**config.mk**
```make
export PLATFORM = sky130hd
export DESIGN_NAME = ram_arbiter_flat
export DESIGN_NICKNAME = d
export VERILOG_FILES = /design/src/rtl/ram_arb_pkg.sv /design/src/rtl/ram_arbiter_if.sv /design/src/rtl/ram_arb_rr.sv /design/src/rtl/ram_arbiter.sv /design/src/flat_wrapper.sv
export SDC_FILE = /design/constraint.sdc
export NUM_CORES = 1
export LEC_CHECK = 0
export ABC_CLOCK_PERIOD_IN_PS = 2200
export BUFFER_PORTS_ARGS = -buffer_cell sky130_fd_sc_hd__buf_2
export CAP_MARGIN = 30
export CORE_UTILIZATION = 30
export DETAILED_ROUTE_END_ITERATION = 8
export HOLD_SLACK_MARGIN = 0.1
export PLACE_DENSITY = 0.76
export SYNTH_ARGS = -nofsm -noshare
export SYNTH_HDL_FRONTEND = slang
export SYNTH_SLANG_ARGS = --single-unit
```
**constraint.sdc**
```tcl
create_clock -name clk -period 2.2 [get_ports clk]
set_input_delay 0.22 -clock clk [delete_from_list [all_inputs] [get_ports clk]]
set_output_delay 0.22 -clock clk [all_outputs]
set_load 0.01 [all_outputs]
```
**src/rtl/ram_arb_pkg.sv**
```systemverilog
// ram_arb_pkg: shared state encoding and port indices for the RAM arbiter.
package ram_arb_pkg;
  typedef enum logic [1:0] {IDLE, OWN0, OWN1} state_t;
  localparam int PORT_CPU = 0;
  localparam int PORT_LOAD = 1;
endpackage

```
**src/rtl/ram_arbiter_if.sv**
```systemverilog
// ram_arbiter_if: requester handshakes plus single-port RAM bus seen by the arbiter.
interface ram_arbiter_if #(
  parameter int ADDRESS_WIDTH = 4,
  parameter int WIDTH = 8
);
  logic m0_req, m1_req;
  logic m0_we, m1_we;
  logic [ADDRESS_WIDTH-1:0] m0_addr, m1_addr;
  logic [WIDTH-1:0] m0_wdata, m1_wdata;
  logic m0_lock, m1_lock;
  logic m0_gnt, m1_gnt;
  logic [WIDTH-1:0] m0_rdata, m1_rdata;
  logic m0_rvalid, m1_rvalid;
  logic ram_enable, ram_write_enable;
  logic [WIDTH-1:0] ram_addr, ram_data_in, ram_data_out;
  modport master (
    output m0_req, m1_req, m0_we, m1_we, m0_addr, m1_addr, m0_wdata, m1_wdata,
           m0_lock, m1_lock, ram_data_out,
    input  m0_gnt, m1_gnt, m0_rdata, m1_rdata, m0_rvalid, m1_rvalid,
           ram_enable, ram_write_enable, ram_addr, ram_data_in
  );
  modport slave (
    input  m0_req, m1_req, m0_we, m1_we, m0_addr, m1_addr, m0_wdata, m1_wdata,
           m0_lock, m1_lock, ram_data_out,
    output m0_gnt, m1_gnt, m0_rdata, m1_rdata, m0_rvalid, m1_rvalid,
           ram_enable, ram_write_enable, ram_addr, ram_data_in
  );
endinterface

```
**src/rtl/ram_arb_rr.sv**
```systemverilog
// ram_arb_rr: two-way round-robin picker; on contention the port not granted last wins.
module ram_arb_rr (
  input  logic [1:0] req,
  input  logic       last_gnt,
  output logic [1:0] gnt
);
  always_comb gnt = (req == 2'b11) ? (last_gnt ? 2'b01 : 2'b10) : req;
endmodule

```
**src/rtl/ram_arbiter.sv**
```systemverilog
// ram_arbiter: round-robin sharing of a single-port RAM between CPU and loader ports.
// Define RAM_ARB_LOCK_EN to let a granted port hold the RAM while its lock is high.
module ram_arbiter
  import ram_arb_pkg::*;
#(
  parameter int ADDRESS_WIDTH = 4,
  parameter int WIDTH = 8
) (
  input logic clk,
  input logic reset_n,
  ram_arbiter_if.slave bus
);
  state_t state, next_state;
  logic last_gnt;
  logic [1:0] req, rr_gnt, gnt;
  logic [ADDRESS_WIDTH-1:0] sel_addr;
  // An owner masks the other port out before round-robin sees it.
  always_comb req = {bus.m1_req, bus.m0_req} &
                    (state == OWN0 ? 2'b01 : state == OWN1 ? 2'b10 : 2'b11);
  ram_arb_rr u_rr (.req(req), .last_gnt(last_gnt), .gnt(rr_gnt));
  always_comb begin
    gnt = reset_n ? rr_gnt : 2'b00;
    sel_addr = gnt[PORT_LOAD] ? bus.m1_addr : gnt[PORT_CPU] ? bus.m0_addr : '0;
    bus.m0_gnt = gnt[PORT_CPU];
    bus.m1_gnt = gnt[PORT_LOAD];
    bus.ram_enable = |gnt;
    bus.ram_write_enable = gnt[PORT_LOAD] ? bus.m1_we : gnt[PORT_CPU] & bus.m0_we;
    bus.ram_addr = WIDTH'(sel_addr);
    bus.ram_data_in = gnt[PORT_LOAD] ? bus.m1_wdata : gnt[PORT_CPU] ? bus.m0_wdata : '0;
  end
`ifdef RAM_ARB_LOCK_EN
  // Release is judged after this cycle's grant, so the owner keeps its final cycle.
  always_comb next_state = state == OWN0 ? (bus.m0_lock ? OWN0 : IDLE) :
                           state == OWN1 ? (bus.m1_lock ? OWN1 : IDLE) :
                           gnt[PORT_CPU] && bus.m0_lock ? OWN0 :
                           gnt[PORT_LOAD] && bus.m1_lock ? OWN1 : IDLE;
`else
  logic unused_lock;
  assign unused_lock = bus.m0_lock ^ bus.m1_lock;
  always_comb next_state = IDLE;
`endif
  always_ff @(posedge clk) begin
    if (!reset_n) begin
      state <= IDLE;
      last_gnt <= 1'b1;
      bus.m0_rdata <= '0;
      bus.m1_rdata <= '0;
      bus.m0_rvalid <= 1'b0;
      bus.m1_rvalid <= 1'b0;
    end else begin
      state <= next_state;
      if (|gnt) last_gnt <= gnt[PORT_LOAD];
      bus.m0_rvalid <= gnt[PORT_CPU] && !bus.m0_we;
      bus.m1_rvalid <= gnt[PORT_LOAD] && !bus.m1_we;
      if (gnt[PORT_CPU] && !bus.m0_we) bus.m0_rdata <= bus.ram_data_out;
      if (gnt[PORT_LOAD] && !bus.m1_we) bus.m1_rdata <= bus.ram_data_out;
    end
  end
endmodule

```
**src/flat_wrapper.sv**
```systemverilog
// flat-port wrapper written by rule: the top's interface ports become plain ports
module ram_arbiter_flat import ram_arb_pkg::*;
#(
  parameter int ADDRESS_WIDTH = 4,
  parameter int WIDTH = 8
)
  (clk, reset_n, bus_m0_req, bus_m1_req, bus_m0_we, bus_m1_we, bus_m0_addr, bus_m1_addr, bus_m0_wdata, bus_m1_wdata, bus_m0_lock, bus_m1_lock, bus_ram_data_out, bus_m0_gnt, bus_m1_gnt, bus_m0_rdata, bus_m1_rdata, bus_m0_rvalid, bus_m1_rvalid, bus_ram_enable, bus_ram_write_enable, bus_ram_addr, bus_ram_data_in);
  ram_arbiter_if #(.ADDRESS_WIDTH(ADDRESS_WIDTH), .WIDTH(WIDTH)) bus_i ();
  input logic clk;
  input logic reset_n;
  input wire logic [$bits(bus_i.m0_req)-1:0] bus_m0_req;
  input wire logic [$bits(bus_i.m1_req)-1:0] bus_m1_req;
  input wire logic [$bits(bus_i.m0_we)-1:0] bus_m0_we;
  input wire logic [$bits(bus_i.m1_we)-1:0] bus_m1_we;
  input wire logic [$bits(bus_i.m0_addr)-1:0] bus_m0_addr;
  input wire logic [$bits(bus_i.m1_addr)-1:0] bus_m1_addr;
  input wire logic [$bits(bus_i.m0_wdata)-1:0] bus_m0_wdata;
  input wire logic [$bits(bus_i.m1_wdata)-1:0] bus_m1_wdata;
  input wire logic [$bits(bus_i.m0_lock)-1:0] bus_m0_lock;
  input wire logic [$bits(bus_i.m1_lock)-1:0] bus_m1_lock;
  input wire logic [$bits(bus_i.ram_data_out)-1:0] bus_ram_data_out;
  output wire logic [$bits(bus_i.m0_gnt)-1:0] bus_m0_gnt;
  output wire logic [$bits(bus_i.m1_gnt)-1:0] bus_m1_gnt;
  output wire logic [$bits(bus_i.m0_rdata)-1:0] bus_m0_rdata;
  output wire logic [$bits(bus_i.m1_rdata)-1:0] bus_m1_rdata;
  output wire logic [$bits(bus_i.m0_rvalid)-1:0] bus_m0_rvalid;
  output wire logic [$bits(bus_i.m1_rvalid)-1:0] bus_m1_rvalid;
  output wire logic [$bits(bus_i.ram_enable)-1:0] bus_ram_enable;
  output wire logic [$bits(bus_i.ram_write_enable)-1:0] bus_ram_write_enable;
  output wire logic [$bits(bus_i.ram_addr)-1:0] bus_ram_addr;
  output wire logic [$bits(bus_i.ram_data_in)-1:0] bus_ram_data_in;
  assign bus_i.m0_req = bus_m0_req;
  assign bus_i.m1_req = bus_m1_req;
  assign bus_i.m0_we = bus_m0_we;
  assign bus_i.m1_we = bus_m1_we;
  assign bus_i.m0_addr = bus_m0_addr;
  assign bus_i.m1_addr = bus_m1_addr;
  assign bus_i.m0_wdata = bus_m0_wdata;
  assign bus_i.m1_wdata = bus_m1_wdata;
  assign bus_i.m0_lock = bus_m0_lock;
  assign bus_i.m1_lock = bus_m1_lock;
  assign bus_i.ram_data_out = bus_ram_data_out;
  assign bus_m0_gnt = bus_i.m0_gnt;
  assign bus_m1_gnt = bus_i.m1_gnt;
  assign bus_m0_rdata = bus_i.m0_rdata;
  assign bus_m1_rdata = bus_i.m1_rdata;
  assign bus_m0_rvalid = bus_i.m0_rvalid;
  assign bus_m1_rvalid = bus_i.m1_rvalid;
  assign bus_ram_enable = bus_i.ram_enable;
  assign bus_ram_write_enable = bus_i.ram_write_enable;
  assign bus_ram_addr = bus_i.ram_addr;
  assign bus_ram_data_in = bus_i.ram_data_in;
  ram_arbiter #(.ADDRESS_WIDTH(ADDRESS_WIDTH), .WIDTH(WIDTH)) u_core (.clk(clk), .reset_n(reset_n), .bus(bus_i));
endmodule
```
==> key figures <==
Run status
  – Status: finished with violations
  – Failing checks: DRC

GRT
  – GR Util All Layers: 0.1479
  – Total grt overflow: 0
  – First-pass GRT wire length: 3643 µm
  – Initial antenna violation count: 0
  – Largest net degree at the start of global routing: 18
  – Met2 Resource Use GR: 0.2755
  – M3 GR Usage: 0.04608
  – GRT met1 Usage: 0.1435
  – Gr busiest metal: met2
  – Number of global-route vias before repair: 850

Job
  – Max-cap check violation count: 0

Clock tree
  – Clock slew at reported path FFs: 0.12 ns
  – Clock Root Buffer: clkbuf_4
  – Clock Path Buffers: 2
  – CTS buffer count: 3
  – CTS tree: yes
  – Htree depth: 1
  – CTS Hold Bufs: 0
  – Clock Latency Late Sink: 0.30 ns
  – CTS sink cnt: 19
  – Gates resized, CTS repair: 0
  – Post CTS Setup Buffer Count: 0

Logic synthesis
  – Cell Area, Synth: 900.9 µm²
  – Yosys reg bits: 19
  – Syn Area/Cell: 9.384 µm²
  – Post-Synthesis Cells: 96
  – Yosys warns: 0
  – Synth cell types: 16
  – Sequential fraction of the synthesis area: 0.4222

Routing
  – Drt first-iter violations: 46
  – DRC viols: 20
  – First drt pass iteration count: 6
  – Post-DR wirelength/cell: 11.76 µm
  – Vias/cell: 4.741
  – ANT nets after route: 0
  – Drt total wl: 2317 µm
  – Via count: 934

Setup path
  – R2R Setup Slk: 0.96 ns
  – Reg2reg end: u_core.bus.m0_rdata[0]$_SDFFE_PN0P_
  – Critical path type: reg -> out
  – CP required: 1.98 ns
  – CP Cell Sequence: inv_1, a21oi_2, a22o_1, buf_2
  – Arrival time worst endpoint: 1.61 ns
  – CP bufs+invs: 2
  – CP top delay family: compound AO/OA/AOI/OAI gates
  – CP startpoint: u_core.last_gnt$_SDFFE_PN1P_
  – Slowest CP cell: a21oi_2
  – Worst Setup End Kind: primary output
  – R2r worst-path depth: 3
  – RR Startpoint: u_core.last_gnt$_SDFFE_PN1P_
  – Crit-path max cell delay: 0.48 ns
  – Worst Path Max Fanout: 14
  – Crit path launch type: flip-flop

Die
  – Initial core utilization: 0.3211
  – Die H: 56.80 µm
  – Row count: 19
  – Die area: 0.003226 mm²
  – Ports: 78
  – Core area: 0.002805 mm²
  – Width of the die: 56.80 µm

Power and ir drop
  – Sw frac: 0.2821
  – VDD IR max: 251.8 µV
  – Leakage: 0.7347 nW
  – Cell Pwr Density: 537.4 mW/mm²
  – Sw Pwr: 0.1941 mW
  – Sequential share of power: 0.525
  – Clock power frac: 0.263
  – Internal: 0.4938 mW
  – Logic pwr share: 0.212

Hold path
  – Hold Path End: u_core.bus.m0_rdata[7]$_SDFFE_PN0P_
  – Hold depth: 3
  – Beginning of the worst hold path: bus_ram_data_out[7]
  – Hold crit path type: in -> reg

STA
  – Max-slew headroom: 0.6059
  – Final Critical Period: 1.834 ns
  – Setup TNS: 0 ns
  – Max Clock Freq: 0.5454 GHz
  – Fin. max-slew vios: 0
  – RSZ-0062 raised after global routing: no
  – Final Setup Violations: 0
  – Worst clock skew: 0.006909 ns
  – Final period util: 0.8334
  – Final hold vios: 0
  – Tightest Pin Transition: 0.5912 ns
  – Post-route setup slack: 0.3665 ns

Final layout
  – Share of cells above drive strength 1: 0.4940
  – N_diodes: 0
  – Synth-to-layout area growth: 42.08%
  – Fill cells: 296
  – Nets: 207

Place
  – DPL Wire Length: 1831 µm
  – Post-Place Setup Slack: 0.5511 ns
  – PortBufs: 71
  – GPL Wtd Cong: 0.5983
[flip-flops by register name (all words and copies together), names as in the netlist]
register              count
u_core.bus.m1_rvalid      1
u_core.bus.m0_rvalid      1
u_core.last_gnt           1
u_core.bus.m1_rdata       8
u_core.bus.m0_rdata       8
[power by group through the flow]
stage / Sequential (mW) / Clock, mW / Combinational (mW)
5_1_grt: 0.363 / 0.205 / 0.160
3_3_place_gp: 0.369 / 0 / 0.145
6_report: 0.361 / 0.181 / 0.146
4_1_cts: 0.361 / 0.191 / 0.147
3_5_place_dp: 0.369 / 0 / 0.147
2_1_floorplan: 0.374 / 0 / 0.0787
[cells by family (layout without fill, tap and decap cells)]
| family | Yosys count | count (layout) | share of synthesized area |
|---|---|---|---|
| AO/OA/AOI/OAI | 18 | 18 | 0.1694 |
| buffers and inverters | 13 | 80 | 0.09306 |
| flip-flops | 19 | 19 | 0.4222 |
| multiplexers | 16 | 16 | 0.1778 |
| other | 1 | 4 | 0.004163 |
| AND/OR/NAND/NOR | 29 | 29 | 0.1333 |
[cell type report]
class	count	area (µm²)	share of cell area
clock inverter	1	5.005	0.003910
sequential	19	380.4	0.2972
clock buffer	3	22.52	0.01760
tap	31	38.79	0.03030
multi-input combinational	67	447.9	0.3500
inverter	2	7.507	0.005865
timing repair buffer	74	377.9	0.2952
[cells in the final DEF, fill, tap and decap left out, drive strengths merged]
cell    synthesis  layout
buf             9      74
nand2          28      28
dfxtp          19      19
mux2i          16      16
a22o           13      13
conb            1       4
clkbuf          2       3
a21oi           2       2
inv             2       2
o21a            1       1
nor3b           1       1
a211o           1       1
o21ai           1       1
clkinv          0       1
[Yosys cell counts, drive strengths merged]
library cell   n  area [µm²]
dfxtp         19       380.4
clkbuf         2       7.510
buf            9       68.81
o21a           1       7.510
nand2         28       107.6
nor3b          1       12.51
a211o          1       8.760
conb           1       3.750
inv            2       7.510
mux2i         16       160.2
a21oi          2       17.52
o21ai          1       5.000
a22o          13       113.9
[worst reg2reg max path, stage by stage, from the launching register on]
cell,delay [ns]
dfxtp_1,0.40
inv_1,0.08
a211o_1,0.45
mux2i_1,0.19
[stage by stage]
stage	total power [mW]	instance area (µm²)	hold WS, ns	util	cells
finish	0.6879	1280	0.1672	0.4563	197
global placement	0.5139	1252	0.4437	0.4465	193
floorplan	0.4528	912.1	0.3529	-	99
CTS	0.6990	1280	0.1602	0.4563	197
global route	0.7289	1280	0.1661	0.4563	197
detailed placement	0.5157	1252	0.4434	0.4465	193
[worst max path at each step]
| stage | cells past startpoint | to |
|---|---|---|
| 3_5_place_dp | 5 | bus_ram_data_in[6] |
| 3_3_place_gp | 5 | bus_ram_data_in[6] |
| 6_report | 4 | bus_ram_data_in[6] |
| 4_1_cts | 4 | bus_ram_data_in[6] |
| 2_1_floorplan | 4 | bus_ram_addr[0] |
| 5_1_grt | 4 | bus_ram_data_in[1] |
[per-layer routing]
layer,routed length (µm),vias up
li1,-,461
met1,872,414
met2,1120,52
met3,254,7
met4,69,0
met5,0,-
(Power assumes the default switching activity.)
